==> src/rtl/wb_stage.sv <==
// rtl/wb_stage.sv - MEM/WB pipeline register, result select, load extraction, retire counter (option: WB_SUBWORD_LOAD_EN)
module wb_stage #(
    parameter int DATA_W     = 32,
    parameter int REG_ADDR_W = 5
) (
    input  logic                  clk,
    input  logic                  rst,
    input  logic                  stall,
    input  logic                  flush,
    input  logic                  in_valid,
    input  logic                  in_reg_write,
    input  logic                  in_mem_to_reg,
    input  logic [2:0]            in_load_type,
    input  logic [1:0]            in_byte_off,
    input  logic [REG_ADDR_W-1:0] in_write_reg,
    input  logic [DATA_W-1:0]     in_alu_result,
    input  logic [DATA_W-1:0]     in_mem_data,
    output logic                  reg_write,
    output logic [REG_ADDR_W-1:0] write_reg,
    output logic [DATA_W-1:0]     write_data,
    output logic                  wb_valid,
    output logic                  fwd_valid,
    output logic [REG_ADDR_W-1:0] fwd_reg,
    output logic [DATA_W-1:0]     fwd_data,
    output logic [31:0]           retire_count
);

    logic [DATA_W-1:0] load_data;
    logic [DATA_W-1:0] result;
    logic              write_en;

`ifdef WB_SUBWORD_LOAD_EN
    logic [7:0]  load_byte;
    logic [15:0] load_half;

    // Little-endian sub-word extraction and sign/zero extension
    always_comb begin
        load_byte = in_mem_data[7:0];
        case (in_byte_off)
            2'd0: load_byte = in_mem_data[7:0];
            2'd1: load_byte = in_mem_data[15:8];
            2'd2: load_byte = in_mem_data[23:16];
            2'd3: load_byte = in_mem_data[31:24];
            default: load_byte = in_mem_data[7:0];
        endcase
        // Halfword alignment ignores the low offset bit
        load_half = in_byte_off[1] ? in_mem_data[31:16] : in_mem_data[15:0];
        load_data = in_mem_data;
        case (in_load_type)
            3'b001:  load_data = {{24{load_byte[7]}}, load_byte};
            3'b010:  load_data = {24'd0, load_byte};
            3'b011:  load_data = {{16{load_half[15]}}, load_half};
            3'b100:  load_data = {16'd0, load_half};
            default: load_data = in_mem_data;
        endcase
    end
`else
    logic unused_load_fields;

    assign load_data          = in_mem_data;
    assign unused_load_fields = ^{in_load_type, in_byte_off};
`endif

    assign result   = in_mem_to_reg ? load_data : in_alu_result;
    // Writes to $zero are dropped here, but the instruction still retires
    assign write_en = in_valid & in_reg_write & (in_write_reg != '0);

    // MEM/WB register: reset > flush > stall > capture; invalid input loads a bubble
    always_ff @(posedge clk or posedge rst) begin
        if (rst) begin
            reg_write    <= 1'b0;
            write_reg    <= '0;
            write_data   <= '0;
            wb_valid     <= 1'b0;
            retire_count <= 32'd0;
        end else if (flush || (!stall && !in_valid)) begin
            reg_write    <= 1'b0;
            write_reg    <= '0;
            write_data   <= '0;
            wb_valid     <= 1'b0;
        end else if (!stall) begin
            reg_write    <= write_en;
            write_reg    <= in_write_reg;
            write_data   <= result;
            wb_valid     <= 1'b1;
            retire_count <= retire_count + 32'd1;
        end
    end

    assign fwd_valid = reg_write;
    assign fwd_reg   = write_reg;
    assign fwd_data  = write_data;

endmodule
==> config.mk <==
export PLATFORM = sky130hd
export DESIGN_NAME = wb_stage
export DESIGN_NICKNAME = d
export VERILOG_FILES = /design/src/rtl/wb_stage.sv
export SDC_FILE = /design/constraint.sdc
export NUM_CORES = 1
export LEC_CHECK = 0
export CAP_MARGIN = 20
export CORE_ASPECT_RATIO = 1.75
export CORE_UTILIZATION = 40
export CTS_BUF_LIST = sky130_fd_sc_hd__clkbuf_4
export CTS_CLUSTER_SIZE = 8
export DETAILED_ROUTE_END_ITERATION = 12
export PLACE_DENSITY = 0.82
export SLEW_MARGIN = 5
export SYNTH_ARGS = -nofsm -noshare
export SYNTH_HDL_FRONTEND = slang
export SYNTH_SLANG_ARGS = --single-unit
==> constraint.sdc <==
create_clock -name clk -period 2.8 [get_ports clk]
set_clock_uncertainty 0.15 [all_clocks]
set_input_delay 0.42 -clock clk [delete_from_list [all_inputs] [get_ports clk]]
set_output_delay 0.42 -clock clk [all_outputs]
set_load 0.05 [all_outputs]
**Word-level counts from Yosys, hierarchy flattened**

Index checks and enable logic that the tools add are counted.

- Magnitude comparators: 0
- Mux-type cells: 9
- $mul: 0
- Equality and inequality tests: 1
- Reductions and logical operators: 6
- Add/sub/neg operators: 1
- Bitwise operators: 4
- Divide/modulo/power cells: 0
- Shift-type cells: 0

Operators by type and width:

| kind | count |
|---|---|
| two-way mux 32 bit | 3 |
| adder 32 x 1 -> 32 bit (second input constant) | 1 |
| two-way mux 5 bit | 2 |
| nonzero test 5 bit | 1 |
| two-way mux 1 bit | 4 |
| AND 1 bit | 2 |
| logical NOT 1 bit | 2 |
| != test 2 x 1 -> 1 bit (second input constant) | 1 |
| inverter 1 bit | 2 |
| AND reduction 2 bit | 1 |
| logical AND 1 bit | 1 |
| logical OR 1 bit | 1 |

- RAM bits: 0
- Memories kept: 0
- Output and inout bits: 109
- Register bits after elaboration: 71
- Memory bits (read-only): 0
- Latch bits: 0

**Depth between registers and ports, before layout**

Gate-level depths: netlist of the first run.

- Depth after elaboration: 5
- Gate-level depth with buffers: 6
- Mapped depth without buffers: 5

**Least setup slack after synthesis of the first run**

Ideal clock, no wire load.

- Kind: register to register
- Start point: register retire_count[17]
- End point: register retire_count[22]
- Buffers on the path: 1
- Setup slack: 656 ps
- Arrival time: 1852 ps
- Cell stages (with the launch flop): 6
- Cell sequence: dfrtp_1 and3_1 clkbuf_1 nor3b_1 nand4_1 xnor2_1

- Longest elaborated chain between the ends: 1

RTL lines:

| item | RTL line | source |
|---|---|---|
| from (decl) | 25 | `output logic [31:0] retire_count` |
| from (signal assigned) | 86 | `retire_count <= retire_count + 32'd1;` |
| adder 32 x 1 -> 32 bit | 86 |  |

No other way between the ends.
A chain may end at the register's enable or synchronous reset.

**Worst setup path in the final report of the first run**

- Start point: register retire_count[2]
- End point: output retire_count[2]

No word-level cell between the ends.

==> results of run 1 <==
[metal layers]
| metal | vias to the layer above | share of wire | GRT usage |
|---|---|---|---|
| li1 | 1387 | - | - |
| met1 | 1409 | 0.38 | 0.232 |
| met2 | 127 | 0.53 | 0.382 |
| met3 | 13 | 0.069 | 0.0379 |
| met4 | 0 | 0.020 | 0.0900 |
| met5 | - | 0 | 0 |
[through the flow]
stage	instances	area [um2]
final	600	5330
after global routing	600	5330
after CTS	600	5330
after global placement	584	5170
after detailed placement	584	5170
after floorplan	332	3490
[cells by family (layout without fill, tap and decap cells)]
group / Yosys count / in the layout
adders and majority gates: 1 / 1
DFF: 71 / 71
xor gates and xnor gates: 31 / 31
AOI/OAI and AO/OA: 40 / 40
and+or+nand+nor: 97 / 97
buffers and inverters: 60 / 213
muxes: 32 / 32
[final timing paths]
kind | start | slack [ns] | to
min in group clk | retire_count[31]$_DFFE_PP0P_ | 0.33 | retire_count[31]$_DFFE_PP0P_
worst min-delay path | rst | 0.24 | fwd_data[13]$_DFFE_PP0P_
worst min register to register | retire_count[31]$_DFFE_PP0P_ | 0.33 | retire_count[31]$_DFFE_PP0P_
max in group asynchronous | rst | 1.94 | fwd_data[14]$_DFFE_PP0P_
worst max-delay path | retire_count[2]$_DFFE_PP0P_ | 0.51 | retire_count[2]
worst max register to register | retire_count[17]$_DFFE_PP0P_ | 0.69 | retire_count[22]$_DFFE_PP0P_
[power by group through the flow]
stage / logic (mW) / registers (mW) / clock network, mW
6_report: 0.711 / 1.14 / 0.712
3_5_place_dp: 0.716 / 1.16 / 0
2_1_floorplan: 0.248 / 1.35 / 0
3_3_place_gp: 0.707 / 1.16 / 0
5_1_grt: 0.750 / 1.15 / 0.775
4_1_cts: 0.720 / 1.14 / 0.734
[cells in the final DEF, fill, tap and decap left out, drive strengths merged]
master / synthesis / final
clkdlybuf4s50: 0 / 183
dfrtp: 71 / 71
nand2: 45 / 45
mux2i: 32 / 32
o21ai: 32 / 32
xnor2: 28 / 28
nand4: 18 / 18
nand3: 9 / 9
clkbuf: 12 / 9
buf: 42 / 8
nor2: 7 / 7
inv: 6 / 6
a22o: 5 / 5
and3: 4 / 4
nor3: 3 / 3
xor2: 3 / 3
nor4: 3 / 3
nor2b: 3 / 3
clkinv: 0 / 3
a21oi: 2 / 2
clkinvlp: 0 / 2
bufinv: 0 / 2
or3b: 1 / 1
nor3b: 1 / 1
and2: 1 / 1
or4: 1 / 1
o211ai: 1 / 1
or3: 1 / 1
ha: 1 / 1
[final cells by class]
class / instances / area, um2 / area share
timing repair buffer: 191 / 1900 / 0.357
clock inverter: 7 / 87.6 / 0.0164
tap: 115 / 144 / 0.0270
multi-input combinational: 201 / 1330 / 0.250
inverter: 6 / 22.5 / 0.00423
sequential: 71 / 1780 / 0.333
clock buffer: 9 / 67.6 / 0.0127
==> summary.md, run 1 <==
| Metric | Value |
|---|---|
| Max cap viols | `0` |
| Synthesis Warnings | `0` |
| Via density per instance | `~4.9` |
| Area fraction of the dominant cell type after synthesis | `0.509` |
| Post-synth net total | `414` |
| Largest net degree at the start of global routing | `72` |
| Logic pwr share | `0.277` |
| Post-layout nets | `about 560` |
| Clk buf depth | `2` |
| Initial antenna violation count | `0` |
| First-pass GRT wire length | `between 10 and 15 mm` |
| Worst-path clk slew | `roughly 0.12 ns` |
| Placer Congestion | `0.756` |
| Post-DP HPWL | `roughly 7.2 mm` |
| DR iter-0 viols | `~120` |
| Gates resized, CTS repair | `0` |
| GR Util All Layers | `0.210` |
| Count of final hold-check violations | `0` |
| Crit path depth | `1` |
| Most common cell in the netlist | `dfrtp_1` |
| Synth async-reset ratio | `1.00` |
| Status | `complete, no violations` |
| Tcrit/Tclk final | `0.816` |
| Top_reg_cell synth | `dfrtp_1` |
| Synthesized-area fraction occupied by adder cells | `0.00358` |
| Post-synthesis xor/xnor area fraction | `0.0778` |
| Cell leakage power | `approximately 2.2 nW` |
| Synth Cell Area | `between 0.003 and 0.004 mm2` |
| Synth Area in Simple Gates | `0.144` |
| Core area | `roughly 0.0084 mm2` |
| Largest stage delay on the critical path | `0.86 ns` |
| Slew @ Worst Pin | `0.808 ns` |
| Total Power | `2.57 mW` |
| Setup_tns | `0 ns` |
| Worst r2r path cells | `4` |
| DRC | `0` |
| EDFF count, synth | `0` |
| Worst setup margin | `0.514 ns` |
| Sw Ratio | `0.332` |
| Die Footprint | `just over 0.009 mm2` |
| Internal | `between 1.5 and 2 mW` |
| Required time worst endpoint | `around 2.2 ns` |
| Detail Route Antenna Nets | `0` |
| DIE HEIGHT | `approximately 130 um` |
| # fillers | `approximately 720` |
| CP max-delay cell | `clkdlybuf4s50_1` |
| Ant diodes | `0` |
| Sequential share of power | `0.446` |
| Synth top cells by count | `dfrtp_1 (71), nand2_1 (45), buf_4 (39), mux2i_1 (32), o21ai_0 (32)` |
| Fin Hold WS | `between 0.2 and 0.25 ns` |
| Std cell rows | `44` |
| Compound-cell area share of the yosys netlist | `0.0634` |
| Syn Area/Cell | `roughly 11 um2` |
| Cts-stage hold buffer count | `0` |
| Layout cells sized above 1 | `0.0577` |
| Setup Fix Bufs, Post-CTS | `0` |
| Crit end category | `output pin` |
| Cell taking the most area after synthesis | `dfrtp_1` |
| DR pass1 iterations | `4` |
| Clock buffer count from CTS | `9` |
| Critical path buffer and inverter count | `1` |
| Sequential-to-total area share from yosys stat | `0.509` |
| CP top delay family | `buffers and inverters` |
| Mux cell area share after synthesis | `0.0918` |
| Critical path peak fanout | `5` |
| Peak supply drop | `slightly above 300 uV` |
| Initial core utilization | `0.417` |
| CTS tree | `built` |
| Top cells by area, synth | `dfrtp_1 (51%), mux2i_1 (9.2%), buf_4 (8.4%)` |
| Power Dens Cells | `between 400 and 500 mW/mm2` |
| Detailed Route WL | `about 9.4 mm` |
| Ports | `190` |
| Hold crit path type | `primary input to async pin` |
| Gr ovfl total | `0` |
| Die Wd | `72.6 um` |
| Switching pwr | `roughly 850 uW` |
| Clk Latency, worst-skew pair | `0.42 ns` |
| CP startpoint kind | `flip-flop` |
| Area delta synth->final | `52.7%` |
| Finished Core Util | `0.637` |
| Final setup viols | `0` |
| Worst slew margin | `0.460` |
| Clock Power Share | `0.277` |
| Cells after synthesis | `332` |
| CP Class | `flip-flop to output pin` |
| Yosys cell types | `29` |
| Worst path arrival time | `around 1.7 ns` |
| DP Worst Slack | `0.324 ns` |
| Via count | `about 2,900` |
| F_max | `roughly 0.44 GHz` |
| CTS HTree Levels | `3` |
| Vias in the first global route | `around 2,900` |
| Final Critical Period | `2.29 ns` |
| Seq cells post-synth | `71` |
| Crit path cell chain | `clkdlybuf4s50_1` |
| RSZ-0062 raised after global routing | `false` |
| Slew Viols, Final | `0` |
| Clock sink total | `between 70 and 80` |
| Main combinational cell family by area after synthesis | `simple AND/OR/NAND/NOR gates` |
| I/O Buffers | `184` |
| Drt wl/cell | `between 15 and 20 um` |
| CTS Root Cell | `clkbuf_4` |
Power figures use the tool's default switching activity.
==> inputs of run 2 (changes only) <==
clock period = 2.37 ns   (was 2.8 ns; I/O delays follow)
==> run 2 against run 1 <==
Against the previous run: core utilization stayed put; die area unchanged; power is 10% higher.
==> summary.md, run 2 (synthesized netlist as in run 1, its figures left out) <==
| Metric | Value |
|---|---|
| Post-DP HPWL | `7.10 mm (-0.88%)` |
| R2R Path End | `retire_count[22]$_DFFE_PP0P_` |
| Most frequent cells in the layout | `clkdlybuf4s50_1 (183), dfrtp_1 (71), nand2_1 (45)` |
| Initial antenna violation count | `0 (unchanged)` |
| DP Worst Slack | `0.0175 ns (-0.306 ns)` |
| Ports | `190 (unchanged)` |
| DR iter-0 viols | `127 (+10%)` |
| Worst reg2reg setup slack | `0.59 ns (-0.10 ns)` |
| Area delta synth->final | `52.7% (unchanged)` |
| Setup_tns | `0 ns (unchanged)` |
| DRC | `0 (unchanged)` |
| CP startpoint kind | `flip-flop` |
| Final cell count without fillers | `603 (+0.50%)` |
| Detail Route Antenna Nets | `0 (unchanged)` |
| I/O Buffers | `184 (unchanged)` |
| CP max-delay cell | `clkdlybuf4s50_1` |
| Total Power | `2.83 mW (+10%)` |
| DR pass1 iterations | `4 (unchanged)` |
| # fillers | `725 (+0.55%)` |
| Post-placement cell area | `0.00522 mm2 (+0.92%)` |
| CTS tree | `built` |
| Drt wl/cell | `15.6 um (-0.61%)` |
| Power Dens Cells | `531 mW/mm2 (+10%)` |
| Clock buffer count from CTS | `9 (unchanged)` |
| Std cell rows | `44 (unchanged)` |
| Via count | `2,984 (+1.6%)` |
| Tcrit/Tclk final | `0.939` |
| Critical path buffer and inverter count | `1 (unchanged)` |
| Final Instance Area | `0.00533 mm2 (unchanged)` |
| CP Class | `flip-flop to output pin` |
| Count of final hold-check violations | `0 (unchanged)` |
| Worst-path clk slew | `0.11 ns (about the same)` |
| Placer Congestion | `0.758 (+0.25%)` |
| Cts-stage hold buffer count | `0 (unchanged)` |
| Most common cell after layout, fill and taps aside | `clkdlybuf4s50_1` |
| Cell leakage power | `2.25 nW (+0.34%)` |
| Worst path arrival time | `1.72 ns (about the same)` |
| Die Footprint | `0.00912 mm2 (unchanged)` |
| F_max | `between 0.4 and 0.5 GHz` |
| Worst R2R Start | `retire_count[0]$_DFFE_PP0P_` |
| Status | `complete, no violations` |
| Peak supply drop | `265 uV (-15%)` |
| Detailed Route WL | `9.40 mm (-0.12%)` |
| CTS HTree Levels | `3 (unchanged)` |
| Clk Latency, worst-skew pair | `0.41 ns (about the same)` |
| Die Wd | `72.6 um (unchanged)` |
| Clk buf depth | `2 (unchanged)` |
| Core area | `0.00837 mm2 (unchanged)` |
| Final setup viols | `0 (unchanged)` |
| Largest stage delay on the critical path | `0.86 ns (about the same)` |
| Crit path cell chain | `clkdlybuf4s50_1` |
| Via density per instance | `4.95 (+1.1%)` |
| Slew Viols, Final | `0 (unchanged)` |
| RSZ-0062 raised after global routing | `false` |
| Fin Hold WS | `0.179 ns (-0.0561 ns)` |
| DIE HEIGHT | `126 um (unchanged)` |
| Clock sink total | `71 (unchanged)` |
| Gr ovfl total | `0 (unchanged)` |
| Largest net degree at the start of global routing | `72 (unchanged)` |
| Vias in the first global route | `2,967 (+1.4%)` |
| Post-layout nets | `565 (+0.53%)` |
| Layout cells sized above 1 | `0.0635 (+0.00579)` |
| Hold crit path type | `primary input to async pin` |
| Worst slew margin | `0.641 (+0.180)` |
| Required time worst endpoint | `1.86 ns (-0.37 ns)` |
| Ant diodes | `0 (unchanged)` |
| Final Critical Period | `between 2 and 2.5 ns` |
| Max cap viols | `0 (unchanged)` |
| Slew @ Worst Pin | `0.537 ns (-0.271 ns)` |
| GR Util All Layers | `0.213 (+0.00334)` |
| Crit end category | `output pin` |
| Gates resized, CTS repair | `0 (unchanged)` |
| First-pass GRT wire length | `14.8 mm (+0.99%)` |
| CP top delay family | `buffers and inverters` |
| Dpl cells | `587 (+0.51%)` |
| Initial core utilization | `0.417 (unchanged)` |
| Worst r2r path cells | `6 (+2)` |
| CTS Root Cell | `clkbuf_4` |
| Worst setup margin | `0.145 ns (-0.369 ns)` |
| Finished Core Util | `0.637 (unchanged)` |
| Setup Fix Bufs, Post-CTS | `0 (unchanged)` |
| Critical path peak fanout | `5 (unchanged)` |
run 2: cell count changes in the layout (fill, tap and decap cells not counted):
cell and change:
clkbuf_4 +2, buf_12 +2, clkinvlp_4 -1, bufinv_16 -2, clkinv_2 +1, buf_4 +1
run 2: final cells by class:
cell class	instances	area (um2)	share of cell area
clock buffer	11	82.6	0.0155
clock inverter	5	25.0	0.00469
inverter	6	22.5	0.00423
multi-input combinational	201	1330	0.250
sequential	71	1780	0.333
tap	115	144	0.0270
timing repair buffer	194	1950	0.366
run 2: per-layer routing:
metal	track usage	part of all wire
met1	0.238	0.38
met2	0.373	0.53
met3	0.0572	0.068
met4	0.0900	0.022
met5	0	0
run 2: worst max-delay path by stage:
stage                                   end  cells past startpoint                         from  slack (ns)
6_report                    retire_count[2]                      1  retire_count[2]$_DFFE_PP0P_        0.14
5_1_grt                     retire_count[0]                      1  retire_count[0]$_DFFE_PP0P_        0.05
4_1_cts                     retire_count[0]                      1  retire_count[0]$_DFFE_PP0P_         0.1
3_5_place_dp   retire_count[25]$_DFFE_PP0P_                      6                     in_valid        0.02
3_3_place_gp   retire_count[19]$_DFFE_PP0P_                      6                     in_valid        0.05
2_1_floorplan       fwd_data[0]$_DFFE_PP0P_                      1                          rst        0.07
run 2: worst register-to-register path: stages (launching register included):
cell and delay (ns):
dfrtp_1 0.45, ha_1 0.21, inv_1 0.10, nor4_4 0.26, buf_4 0.22, nand4_1 0.14
xnor2_1 0.15
run 2: report_power, final:
group	internal, mW	switching (mW)
Clock	0.229	0.398
Sequential	1.28	0.0791
Combinational	0.337	0.514
==> inputs of run 3 (changes only) <==
CORE_MARGIN = 10   (was unset)
==> run 3 against run 2 <==
Against the previous run: cell count up 0.33%; maximum frequency down 1.3%; critical path type unchanged; clock power up 37%; power up 8.6%; largest power group unchanged; sequential power about the same; first-iteration DRC count down 19%; combinational power up 2%; core utilization down 1.2 points; critical path depth unchanged; non-clock buffer count unchanged; die area up 43%.
==> summary.md, run 3 (synthesized netlist as in run 1, its figures left out) <==
| Metric | Value |
|---|---|
| Power Dens Cells | `571 mW/mm2 (+7.5%)` |
| RSZ-0062 raised after global routing | `false` |
| Vias in the first global route | `3,112 (+4.9%)` |
| Final Instance Area | `0.00539 mm2 (+1.0%)` |
| CP startpoint kind | `flip-flop` |
| CP max-delay cell | `clkdlybuf4s50_1` |
| Slew @ Worst Pin | `0.579 ns (+0.0421 ns)` |
| Setup_tns | `0 ns (unchanged)` |
| Worst r2r path cells | `6 (unchanged)` |
| Detail Route Antenna Nets | `0 (unchanged)` |
| Largest stage delay on the critical path | `0.88 ns (+0.02 ns)` |
| Die Wd | `90.6 um (+25%)` |
| Post-DP HPWL | `8.80 mm (+24%)` |
| Critical path peak fanout | `5 (unchanged)` |
| Count of final hold-check violations | `0 (unchanged)` |
| Largest net degree at the start of global routing | `56 (-22%)` |
| Ant diodes | `0 (unchanged)` |
| Worst setup margin | `0.115 ns (-0.0297 ns)` |
| Tcrit/Tclk final | `0.951 (+0.0125)` |
| CTS Root Cell | `clkbuf_4` |
| Finished Core Util | `0.625 (-0.0118)` |
| Detailed Route WL | `11.0 mm (+17%)` |
| Max cap viols | `0 (unchanged)` |
| Cts-stage hold buffer count | `0 (unchanged)` |
| Via count | `2,963 (-0.70%)` |
| R2R Path End | `retire_count[14]$_DFFE_PP0P_` |
| Initial antenna violation count | `0 (unchanged)` |
| First-pass GRT wire length | `17.2 mm (+16%)` |
| Post-placement cell area | `0.00523 mm2 (about the same)` |
| CTS tree | `built` |
| Setup Fix Bufs, Post-CTS | `0 (unchanged)` |
| Clk Latency, worst-skew pair | `0.42 ns (about the same)` |
| Total Power | `3.08 mW (+8.6%)` |
| Hold crit path type | `primary input to async pin` |
| F_max | `0.443 GHz (-1.3%)` |
| Via density per instance | `4.90 (-1.0%)` |
| Slew Viols, Final | `0 (unchanged)` |
| Worst-path clk slew | `0.12 ns (about the same)` |
| Most common cell after layout, fill and taps aside | `clkdlybuf4s50_1` |
| Worst slew margin | `0.613 (-0.0282)` |
| DIE HEIGHT | `144 um (+14%)` |
| Fin Hold WS | `0.0831 ns (-0.0960 ns)` |
| Most frequent cells in the layout | `clkdlybuf4s50_1 (183), dfrtp_1 (71), nand2_1 (45)` |
| Die Footprint | `0.0130 mm2 (+43%)` |
| Crit end category | `output pin` |
| Gates resized, CTS repair | `0 (unchanged)` |
| Clock sink total | `71 (unchanged)` |
| Final setup viols | `0 (unchanged)` |
| CP top delay family | `buffers and inverters` |
| # fillers | `698 (-3.7%)` |
| Dpl cells | `589 (+0.34%)` |
| Worst path arrival time | `1.75 ns (+0.03 ns)` |
| Clk buf depth | `2 (unchanged)` |
| Ports | `190 (unchanged)` |
| Layout cells sized above 1 | `0.0656 (+0.00205)` |
| Post-layout nets | `565 (unchanged)` |
| Gr ovfl total | `0 (unchanged)` |
| Initial core utilization | `0.405 (-0.0119)` |
| DR pass1 iterations | `5 (+1)` |
| DRC | `0 (unchanged)` |
| Placer Congestion | `0.784 (+3.4%)` |
| DP Worst Slack | `0.00213 ns (-0.0154 ns)` |
| CTS HTree Levels | `3 (unchanged)` |
| Final cell count without fillers | `605 (+0.33%)` |
| Core area | `0.00861 mm2 (+2.9%)` |
| Clock buffer count from CTS | `9 (unchanged)` |
| Worst R2R Start | `retire_count[1]$_DFFE_PP0P_` |
| Worst reg2reg setup slack | `0.59 ns (about the same)` |
| I/O Buffers | `184 (unchanged)` |
| GR Util All Layers | `0.167 (-0.0463)` |
| Cell leakage power | `2.27 nW (+1.0%)` |
| Status | `complete, no violations` |
| DR iter-0 viols | `103 (-19%)` |
| Required time worst endpoint | `1.86 ns (about the same)` |
| Std cell rows | `45 (+2.3%)` |
| CP Class | `flip-flop to output pin` |
| Final Critical Period | `2.25 ns (+0.0297 ns)` |
| Drt wl/cell | `18.2 um (+17%)` |
| Peak supply drop | `342 uV (+29%)` |
| Crit path cell chain | `clkdlybuf4s50_1` |
| Area delta synth->final | `54.3%` |
| Critical path buffer and inverter count | `1 (unchanged)` |
run 3: cell types whose count changed in the layout (fill, tap and decap cells not counted):
| cell | previous run | this run |
|---|---|---|
| clkinv_2 | 2 | 1 |
| clkinv_1 | 2 | 1 |
| clkinv_4 | 0 | 1 |
| bufinv_16 | 0 | 2 |
| clkbuf_4 | 11 | 10 |
run 3: power by group:
| group | leakage [nW] | switching (mW) | internal, mW |
|---|---|---|---|
| sequential | 0.971 | 0.0784 | 1.28 |
| combinational | 1.22 | 0.527 | 0.338 |
| clock | 0.0840 | 0.422 | 0.436 |
run 3: layer usage:
layer	track usage	part of all wire
met5	0	0
met4	0.0732	0.027
met3	0.0632	0.087
met2	0.278	0.50
met1	0.186	0.39
run 3: how the worst max path moves through the flow:
stage | startpoint | slack [ns] | endpoint | depth (start not counted)
global route | retire_count[1]$_DFFE_PP0P_ | 0.02 | retire_count[1] | 1
global placement | in_valid | 0.05 | retire_count[25]$_DFFE_PP0P_ | 6
floorplan | rst | 0.07 | fwd_data[0]$_DFFE_PP0P_ | 1
CTS | retire_count[0]$_DFFE_PP0P_ | 0.08 | retire_count[0] | 1
finish | retire_count[2]$_DFFE_PP0P_ | 0.12 | retire_count[2] | 1
detailed placement | in_valid | 0.002 | retire_count[21]$_DFFE_PP0P_ | 6
run 3: final cells by class:
type | count | area [um2] | share of cell area
clock inverter | 6 | 85.1 | 0.0158
tap | 117 | 146 | 0.0272
multi-input combinational | 201 | 1330 | 0.247
sequential | 71 | 1780 | 0.330
inverter | 6 | 22.5 | 0.00418
timing repair buffer | 194 | 1950 | 0.362
clock buffer | 10 | 75.1 | 0.0139
